File: src/rtl/cpu_run_ctrl.sv
// Run controller for the BF cpu core: loads the program, zeroes the tape,
// then gates the core with reset and clock-enable until it halts.
module cpu_run_ctrl #(
    parameter int PROG_ADDR_W = 10,
    parameter int DATA_ADDR_W = 15
) (
    input  logic                   clk,
    input  logic                   rst,
    input  logic [7:0]             load_data,
    input  logic                   load_valid,
    input  logic                   load_last,
    output logic                   load_ready,
    input  logic                   start,
    input  logic                   step,
    input  logic                   pause,
    input  logic                   abort,
    input  logic                   cpu_halt,
    output logic                   prog_we,
    output logic [PROG_ADDR_W-1:0] prog_addr,
    output logic [7:0]             prog_wdata,
    output logic                   data_we,
    output logic [DATA_ADDR_W-1:0] data_addr,
    output logic [7:0]             data_wdata,
    output logic                   cpu_rst,
    output logic                   cpu_en,
    output logic [2:0]             state,
    output logic                   done,
    output logic                   err_overflow,
    output logic [PROG_ADDR_W-1:0] prog_len,
    output logic [31:0]            run_cycles
);

    typedef enum logic [2:0] {
        S_IDLE   = 3'd0,
        S_LOAD   = 3'd1,
        S_TERM   = 3'd2,
        S_CLEAR  = 3'd3,
        S_READY  = 3'd4,
        S_RUN    = 3'd5,
        S_PAUSE  = 3'd6,
        S_HALTED = 3'd7
    } state_t;

    // Last byte count that still leaves room for the terminator.
    localparam logic [PROG_ADDR_W-1:0] LEN_MAX =
        PROG_ADDR_W'((2 ** PROG_ADDR_W) - 2);

    state_t                 cur;
    state_t                 nxt;
    logic                   accept;
    logic                   prog_we_n;
    logic [PROG_ADDR_W-1:0] prog_addr_n;
    logic [7:0]             prog_wdata_n;
    logic                   data_we_n;
    logic [DATA_ADDR_W-1:0] data_addr_n;
    logic [PROG_ADDR_W-1:0] len_n;
    logic                   ovf_n;
    logic                   en_n;
    logic [31:0]            cycles_n;

    assign accept     = load_valid & load_ready;
    assign state      = cur;
    assign data_wdata = 8'h00;

    always_comb begin
        nxt          = cur;
        prog_we_n    = 1'b0;
        prog_addr_n  = prog_addr;
        prog_wdata_n = prog_wdata;
        data_we_n    = 1'b0;
        data_addr_n  = data_addr;
        len_n        = prog_len;
        ovf_n        = err_overflow;
        en_n         = 1'b0;
        cycles_n     = run_cycles;
        if (cpu_en && run_cycles != 32'hFFFF_FFFF)
            cycles_n = run_cycles + 32'd1;
        if (abort) begin
            nxt = S_IDLE;
        end else begin
            case (cur)
                S_IDLE: if (accept) begin
                    prog_we_n    = 1'b1;
                    prog_addr_n  = '0;
                    prog_wdata_n = load_data;
                    len_n        = PROG_ADDR_W'(1);
                    ovf_n        = 1'b0;
                    nxt          = load_last ? S_TERM : S_LOAD;
                end
                S_LOAD: if (accept) begin
                    prog_we_n    = 1'b1;
                    prog_addr_n  = prog_len;
                    prog_wdata_n = load_data;
                    len_n        = prog_len + 1'b1;
                    if (load_last) begin
                        nxt = S_TERM;
                    end else if (prog_len == LEN_MAX) begin
                        ovf_n = 1'b1;
                        nxt   = S_TERM;
                    end
                end
                S_TERM: begin
                    prog_we_n    = 1'b1;
                    prog_addr_n  = prog_len;
                    prog_wdata_n = 8'h00;
                    data_we_n    = 1'b1;
                    data_addr_n  = '0;
                    cycles_n     = '0;
                    nxt          = S_CLEAR;
                end
                // data_we stays high exactly while in CLEAR, one address per cycle.
                S_CLEAR: if (&data_addr) begin
                    data_addr_n = '0;
                    nxt         = S_READY;
                end else begin
                    data_we_n   = 1'b1;
                    data_addr_n = data_addr + 1'b1;
                end
                S_READY: if (start) begin
                    en_n = 1'b1;
                    nxt  = S_RUN;
                end else if (step) begin
                    en_n = 1'b1;
                    nxt  = S_PAUSE;
                end
                S_RUN: if (cpu_halt) begin
                    nxt = S_HALTED;
                end else if (pause) begin
                    nxt = S_PAUSE;
                end else begin
                    en_n = 1'b1;
                end
                S_PAUSE: if (cpu_en && cpu_halt) begin
                    nxt = S_HALTED;
                end else if (start) begin
                    en_n = 1'b1;
                    nxt  = S_RUN;
                end else if (step) begin
                    en_n = 1'b1;
                end
                S_HALTED: if (start) begin
                    data_we_n   = 1'b1;
                    data_addr_n = '0;
                    cycles_n    = '0;
                    nxt         = S_CLEAR;
                end
                default: nxt = S_IDLE;
            endcase
        end
    end

    always_ff @(posedge clk or posedge rst) begin
        if (rst) begin
            cur          <= S_IDLE;
            load_ready   <= 1'b1;
            prog_we      <= 1'b0;
            prog_addr    <= '0;
            prog_wdata   <= '0;
            data_we      <= 1'b0;
            data_addr    <= '0;
            cpu_rst      <= 1'b1;
            cpu_en       <= 1'b0;
            done         <= 1'b0;
            err_overflow <= 1'b0;
            prog_len     <= '0;
            run_cycles   <= '0;
        end else begin
            cur          <= nxt;
            load_ready   <= (nxt == S_IDLE) || (nxt == S_LOAD);
            prog_we      <= prog_we_n;
            prog_addr    <= prog_addr_n;
            prog_wdata   <= prog_wdata_n;
            data_we      <= data_we_n;
            data_addr    <= data_addr_n;
            cpu_rst      <= (nxt <= S_READY);
            cpu_en       <= en_n;
            done         <= (nxt == S_HALTED);
            err_overflow <= ovf_n;
            prog_len     <= len_n;
            run_cycles   <= cycles_n;
        end
    end

endmodule

File: config.mk
export PLATFORM = sky130hd
export DESIGN_NAME = cpu_run_ctrl
export DESIGN_NICKNAME = d
export VERILOG_FILES = /design/src/rtl/cpu_run_ctrl.sv
export SDC_FILE = /design/constraint.sdc
export NUM_CORES = 1
export LEC_CHECK = 0
export CAP_MARGIN = 0
export CELL_PAD_IN_SITES_DETAIL_PLACEMENT = 0
export CELL_PAD_IN_SITES_GLOBAL_PLACEMENT = 1
export CORE_MARGIN = 5
export CORE_UTILIZATION = 34
export DETAILED_ROUTE_END_ITERATION = 7
export PLACE_DENSITY = 0.88
export SYNTH_ARGS = -nofsm -noshare
export SYNTH_HDL_FRONTEND = slang
export SYNTH_SLANG_ARGS = --single-unit
export TNS_END_PERCENT = 100
File: constraint.sdc
create_clock -name clk -period 2.7 [get_ports clk]
set_clock_uncertainty 0.1 [all_clocks]
set_input_delay 0.27 -clock clk [delete_from_list [all_inputs] [get_ports clk]]
set_output_delay 0.27 -clock clk [all_outputs]
set_load 0.01 [all_outputs]
==> results of run 1 <==
[cells in the mapped netlist, drive strengths merged, types with 3 or more instances]
cell	n	area [um2]
a21oi	18	90.09
a31oi	3	18.77
and2	5	31.28
and3	6	38.79
and4	8	70.07
buf	18	135.1
clkbuf	10	38.78
dfrtp	83	2077
ha	4	50.05
inv	10	37.54
nand2	83	311.6
nand2b	5	31.28
nand3	27	145.1
nand4	19	131.4
nor2	52	205.2
nor3	9	45.04
nor4	6	56.31
o211ai	12	90.09
o21ai	36	183.9
o31ai	4	30.03
or2	4	25.03
or3	7	48.80
or4	11	82.58
xnor2	11	96.34
xor2	18	157.7
[cell type report]
type | instances | area [um2] | area share (%)
multi-input cells | 379 | 2185 | 36.41
flip-flops and latches | 85 | 2130 | 35.49
repair buffers | 112 | 1119 | 18.64
clock buffers | 10 | 239.0 | 3.982
well taps | 176 | 220.2 | 3.670
clock inverters | 6 | 70.07 | 1.168
inverters | 10 | 38.79 | 0.6464
[where the power goes]
| group | switching (mW) | internal (mW) |
|---|---|---|
| clock network | 0.539 | 0.747 |
| logic | 0.382 | 0.370 |
| registers | 0.138 | 1.40 |
[cells by family after synthesis]
kind of cell / count (synthesis) / synth area share (%)
buf+inv: 38 / 4.699
flops: 85 / 47.33
simple gates: 248 / 28.64
fa+ha+maj: 4 / 1.112
mux: 2 / 0.4450
compound gates: 88 / 12.04
xor+xnor: 29 / 5.645
other cells: 1 / 0.08335
[per-stage QoR]
stage	setup slack (ns)	total power, mW	hold slack (ns)
6_report	0.4893	3.578	0.1635
4_1_cts	0.5259	3.625	0.1781
5_1_grt	0.3510	3.769	0.1952
3_5_place_dp	0.3703	2.324	0.3702
2_1_floorplan	0.1398	1.916	0.3060
3_3_place_gp	0.4126	2.306	0.3634
[worst max-delay path, cell delays in order, from the launching register on]
cell and delay [ns]:
dfrtp_1 0.40, ha_1 0.28, nand4_1 0.17, nor3_1 0.37
o21ai_0 0.25, or4_1 0.50, nand2_1 0.07
[layer usage]
metal	wire length [um]	part of all wire (%)	up-vias	GRT usage, %
li1	-	-	1956	-
met1	5198	43	1909	19.35
met2	5948	49	142	25.31
met3	802	6.6	17	4.520
met4	178	1.5	0	4.592
met5	0	0	-	0
[sequential cells by signal (all words and copies together) (netlist names)]
signal / flops
data_addr: 15
prog_wdata: 8
cpu_en: 1
load_ready: 1
err_overflow: 1
state: 3
prog_we: 1
run_cycles: 32
cpu_rst: 1
data_we: 1
prog_len: 10
prog_addr: 10
done: 1
[final timing paths]
path	end	slack [ns]	depth (start not counted)
max in group asynchronous	data_addr[7]$_DFFE_PP0P_	1.68	3
min in group clk	prog_addr[1]$_DFFE_PP0P_	0.38	2
worst max register to register	run_cycles[18]$_DFF_PP0_	0.49	6
worst min-delay path	prog_addr[7]$_DFFE_PP0P_	0.16	2
worst max-delay path	run_cycles[18]$_DFF_PP0_	0.49	6
worst min register to register	prog_addr[1]$_DFFE_PP0P_	0.38	2
==> metrics, run 1 <==
DPL Wire Length around 9000 um; total clock sinks 85; crit share post-route between 80% and 90%; Worst Tran Pin Value 0.6416 ns; Final Hold Vio Count 0; # H-tree levels 3; Core Region roughly 13000 um2; # DRC 0; crit end category flip-flop; Placed Cells roughly 760; Setup Fix Bufs, Post-CTS 0; Post-synth EDFFs 0; vias per std cell 5.172; grt ovf 0; Yosys cell types 58; clk root buf clkbuf_16; largest net degree at the start of global routing 41; critical path class reg2reg; Setup violations, final 0; post_cts resized 0; total wire length around 12000 um; worst path required time ~2.9 ns; Critical Path Source run_cycles[1]$_DFF_PP0_; syn avg cell area 9.090 um2; initial antenna violation count 0; Non-Filler Instances around 780; Max Fanout on Critical Path 5; Worst Hold Class in2async; Synth async-reset ratio 100.0%; Longest Clk Path Bufs 2; fmax 0.4523 GHz; leakage 2.517 nW; I/O pins 110; Pre-antenna DRT Iters 5; Die Width about 130 um; global-route usage over all layers 15.27%; RSZ-0062 raised after global routing false; Inserted Diodes 0; per-cell routed wire length 15.59 um; FILL cells 1223; Clock transition at path regs 0.07 ns; Die Y 125.0 um; CTS tree yes; startpoint types flip-flop; YS warnings 0; Initial Utilization 34.39%; global-route wire length before repair 19800 um; register area share after synthesis 47.33%; Synth Flop Type dfrtp_1; Syn Inst Count 495; Worst EP arrival between 2 and 2.5 ns; DRT iter0 DRCs around 340; Hold-fix buffers, CTS 0; Antenna Nets Post-Route 0; site row count 42; total number of vias approximately 4000; Port Buf Inserts 101; commonest non-fill, non-tap cells in the layout clkdlybuf4s50_1, nand2_1, dfrtp_1; area delta synth->final 33.37%; Die Area 15630 um2; dpl cell area 5692 um2; Peak VDD IR 0.0002662 V; fin util 45.86%; fraction of layout cells with a size suffix above 1 between 7 and 8%; worst r2r src run_cycles[1]$_DFF_PP0_; outcome complete, no violations; nets@finish 618; GP Congestion 0.8606; Final min period 2.211 ns; Max Slew Vio Count 0; Synth Cell Area 4499 um2; Slew headroom 57.12%; worst-skew pair later-pin latency roughly 0.34 ns; Pwr Density approximately 600 nW/um2; maxcap violations 0; Num CTS Buffers 9; vias in the first global route 3858; most common cell after layout, fill and taps aside clkdlybuf4s50_1; Setup TNS 0 ns; Seq cells post-synth 85; final instance area 6001 um2
(Power assumes the default switching activity.)
==> run 2, diff against run 1 <==
--- a/config.mk
+++ b/config.mk
@@ -9,9 +9,9 @@
 export CELL_PAD_IN_SITES_DETAIL_PLACEMENT = 0
 export CELL_PAD_IN_SITES_GLOBAL_PLACEMENT = 1
 export CORE_MARGIN = 5
-export CORE_UTILIZATION = 34
+export CORE_UTILIZATION = 37
 export DETAILED_ROUTE_END_ITERATION = 7
-export PLACE_DENSITY = 0.88
+export PLACE_DENSITY = 0.91
 export SYNTH_ARGS = -nofsm -noshare
 export SYNTH_HDL_FRONTEND = slang
 export SYNTH_SLANG_ARGS = --single-unit
==> constraint.sdc (replaced) <==
create_clock -name clk -period 2.1 [get_ports clk]
set_clock_uncertainty 0.1 [all_clocks]
set_input_delay 0.21 -clock clk [delete_from_list [all_inputs] [get_ports clk]]
set_output_delay 0.21 -clock clk [all_outputs]
set_load 0.01 [all_outputs]
==> run 2 against run 1 <==
Total power up 33%. Sequential cell count unchanged. Worst setup slack worse by 0.42 ns. Worst hold slack worse by 0.0058 ns. Routed wire length up 1.6%. Register-to-register slack worse by 0.42 ns. Die area down 7.5%. Count of clock-buffer cells in the layout unchanged. Critical path type unchanged. Largest power group unchanged. Highest routed layer unchanged.
==> metrics, run 2 (same netlist as run 1, synthesis figures left out) <==
Peak VDD IR 0.0004452 V; Seq pwr share between 40% and 50%; crit end category flip-flop; Final min period 2.033 ns; Switch Pwr 1.334 mW; fmax 0.4919 GHz; DRT iter0 DRCs 278; commonest non-fill, non-tap cells in the layout clkdlybuf4s50_1, nand2_1, dfrtp_1; largest net degree at the start of global routing 38; Comb pwr share 23.8%; vias per std cell 5.283; Final Hold Vio Count 0; GP Congestion 0.8688; area delta synth->final 42.80%; Num CTS Buffers 9; nets@finish ~670; number of flip-flops in the largest register 32; crit share post-route 96.80%; vias in the first global route 4110; Port Buf Inserts 101; met3 wire len 609 um; Die Area 14470 um2; Antenna Nets Post-Route 0; Setup violations, final 0; fraction of layout cells with a size suffix above 1 15.81%; critical path's slowest cell or4_1; hold_ws 0.1577 ns; grt ovf 0; CTS tree yes; # H-tree levels 3; total clock sinks 85; final instance area 6425 um2; Reg2Reg Setup Slack ~0.067 ns; Core Region 11960 um2; worst path required time 2.27 ns; site row count 40; total number of vias 4253; Inserted Diodes 0; Placed Cells 788; global-route wire length before repair 20250 um; I/O pins 110; Most flops, register run_cycles; clk root buf clkbuf_16; Initial Utilization 37.62%; Pwr Density ~740 nW/um2; clock share of power 35.8%; worst-skew pair later-pin latency 0.33 ns; Sw Share around 28%; outcome complete, no violations; Longest Clk Path Bufs 2; Max Fanout on Critical Path 5; # DRC 0; per-cell routed wire length 15.31 um; Pre-antenna DRT Iters 4; met2 WL 5950 um; top flop regs run_cycles: 32 flops, data_addr: 15 flops; startpoint types flip-flop; initial antenna violation count 0; critical path class reg2reg; Non-Filler Instances a little over 800; Metal-1 WL 5481 um; internal power 3.409 mW; Die Y 120.3 um; fin util 53.71%; max incr delay on CP ~0.49 ns; leakage roughly 2.8 nW; total wire length 12320 um; Worst EP arrival 2.20 ns; Hold-fix buffers, CTS 0; most common cell after layout, fill and taps aside clkdlybuf4s50_1; Clock transition at path regs 0.06 ns; DPL Wire Length 9191 um; Highest Signal Layer met4; maxcap violations 0; cells along the critical path ha_1 -> nand4_1 -> buf_4 -> a31oi_1 -> nand3_2 -> or4_1 -> nand2_1; Max Slew Vio Count 0; global-route usage over all layers between 10% and 20%; Worst Hold Class in2async; Die Width 120.3 um; dpl cell area about 6100 um2
## run 2: critical path: cells and delay by family, from the launching register on
kind / cells / cell delay, ns
buffers and inverters: 1 / 0.17
and+or+nand+nor: 4 / 0.91
adders and majority gates: 1 / 0.22
AOI/OAI and AO/OA: 1 / 0.21
DFF: 1 / 0.38
## run 2: path summary, 6_finish.rpt
kind                                           start                        end  depth (start not counted)
min reg2reg                prog_wdata[3]$_DFFE_PP0P_  prog_wdata[3]$_DFFE_PP0P_                          2
max in group asynchronous                        rst       load_ready$_DFF_PP1_                          3
min                                              rst   run_cycles[27]$_DFF_PP0_                          2
max reg2reg                  run_cycles[0]$_DFF_PP0_   run_cycles[30]$_DFF_PP0_                          7
max                          run_cycles[0]$_DFF_PP0_   run_cycles[30]$_DFF_PP0_                          7
min in group clk                        load_data[4]  prog_wdata[4]$_DFFE_PP0P_                          3
## run 2: stage by stage
stage          power, mW   TNS [ns]  setup WS (ns)
2_1_floorplan      2.464          0         0.1010
4_1_cts            4.810          0        0.02820
3_5_place_dp       3.090  -0.006286      -0.006286
3_3_place_gp       3.059          0        0.05074
6_report           4.744          0        0.06712
5_1_grt            4.984  -0.008200      -0.008200
## run 2: cell type report
cell class              count  area [um2]
fillers                  1101        5537
well taps                 147       183.9
repair buffers            168        1564
multi-input cells         379        2191
clock inverters             6       86.33
inverters                  10       41.29
clock buffers              10       229.0
flip-flops and latches     85        2130
## run 2: power by group through the flow
| stage | sequential, mW | clock, mW | combinational, mW |
|---|---|---|---|
| after floorplan | 2.04 | 0 | 0.428 |
| after global placement | 1.95 | 0 | 1.11 |
| after detailed placement | 1.95 | 0 | 1.14 |
| after CTS | 1.92 | 1.75 | 1.14 |
| after global routing | 1.95 | 1.80 | 1.24 |
| final | 1.92 | 1.70 | 1.13 |
## run 2: timing repair
item	4_1_cts	5_1_grt
buffers inserted	0	1
setup endpoints to repair	0	3
gates resized for setup	0	3
## run 2: routing by layer
| layer | vias up | global-route usage [%] |
|---|---|---|
| li1 | 2053 | - |
| met1 | 2055 | 23.12 |
| met2 | 122 | 27.08 |
| met3 | 23 | 2.947 |
| met4 | 0 | 7.011 |
| met5 | - | 0 |
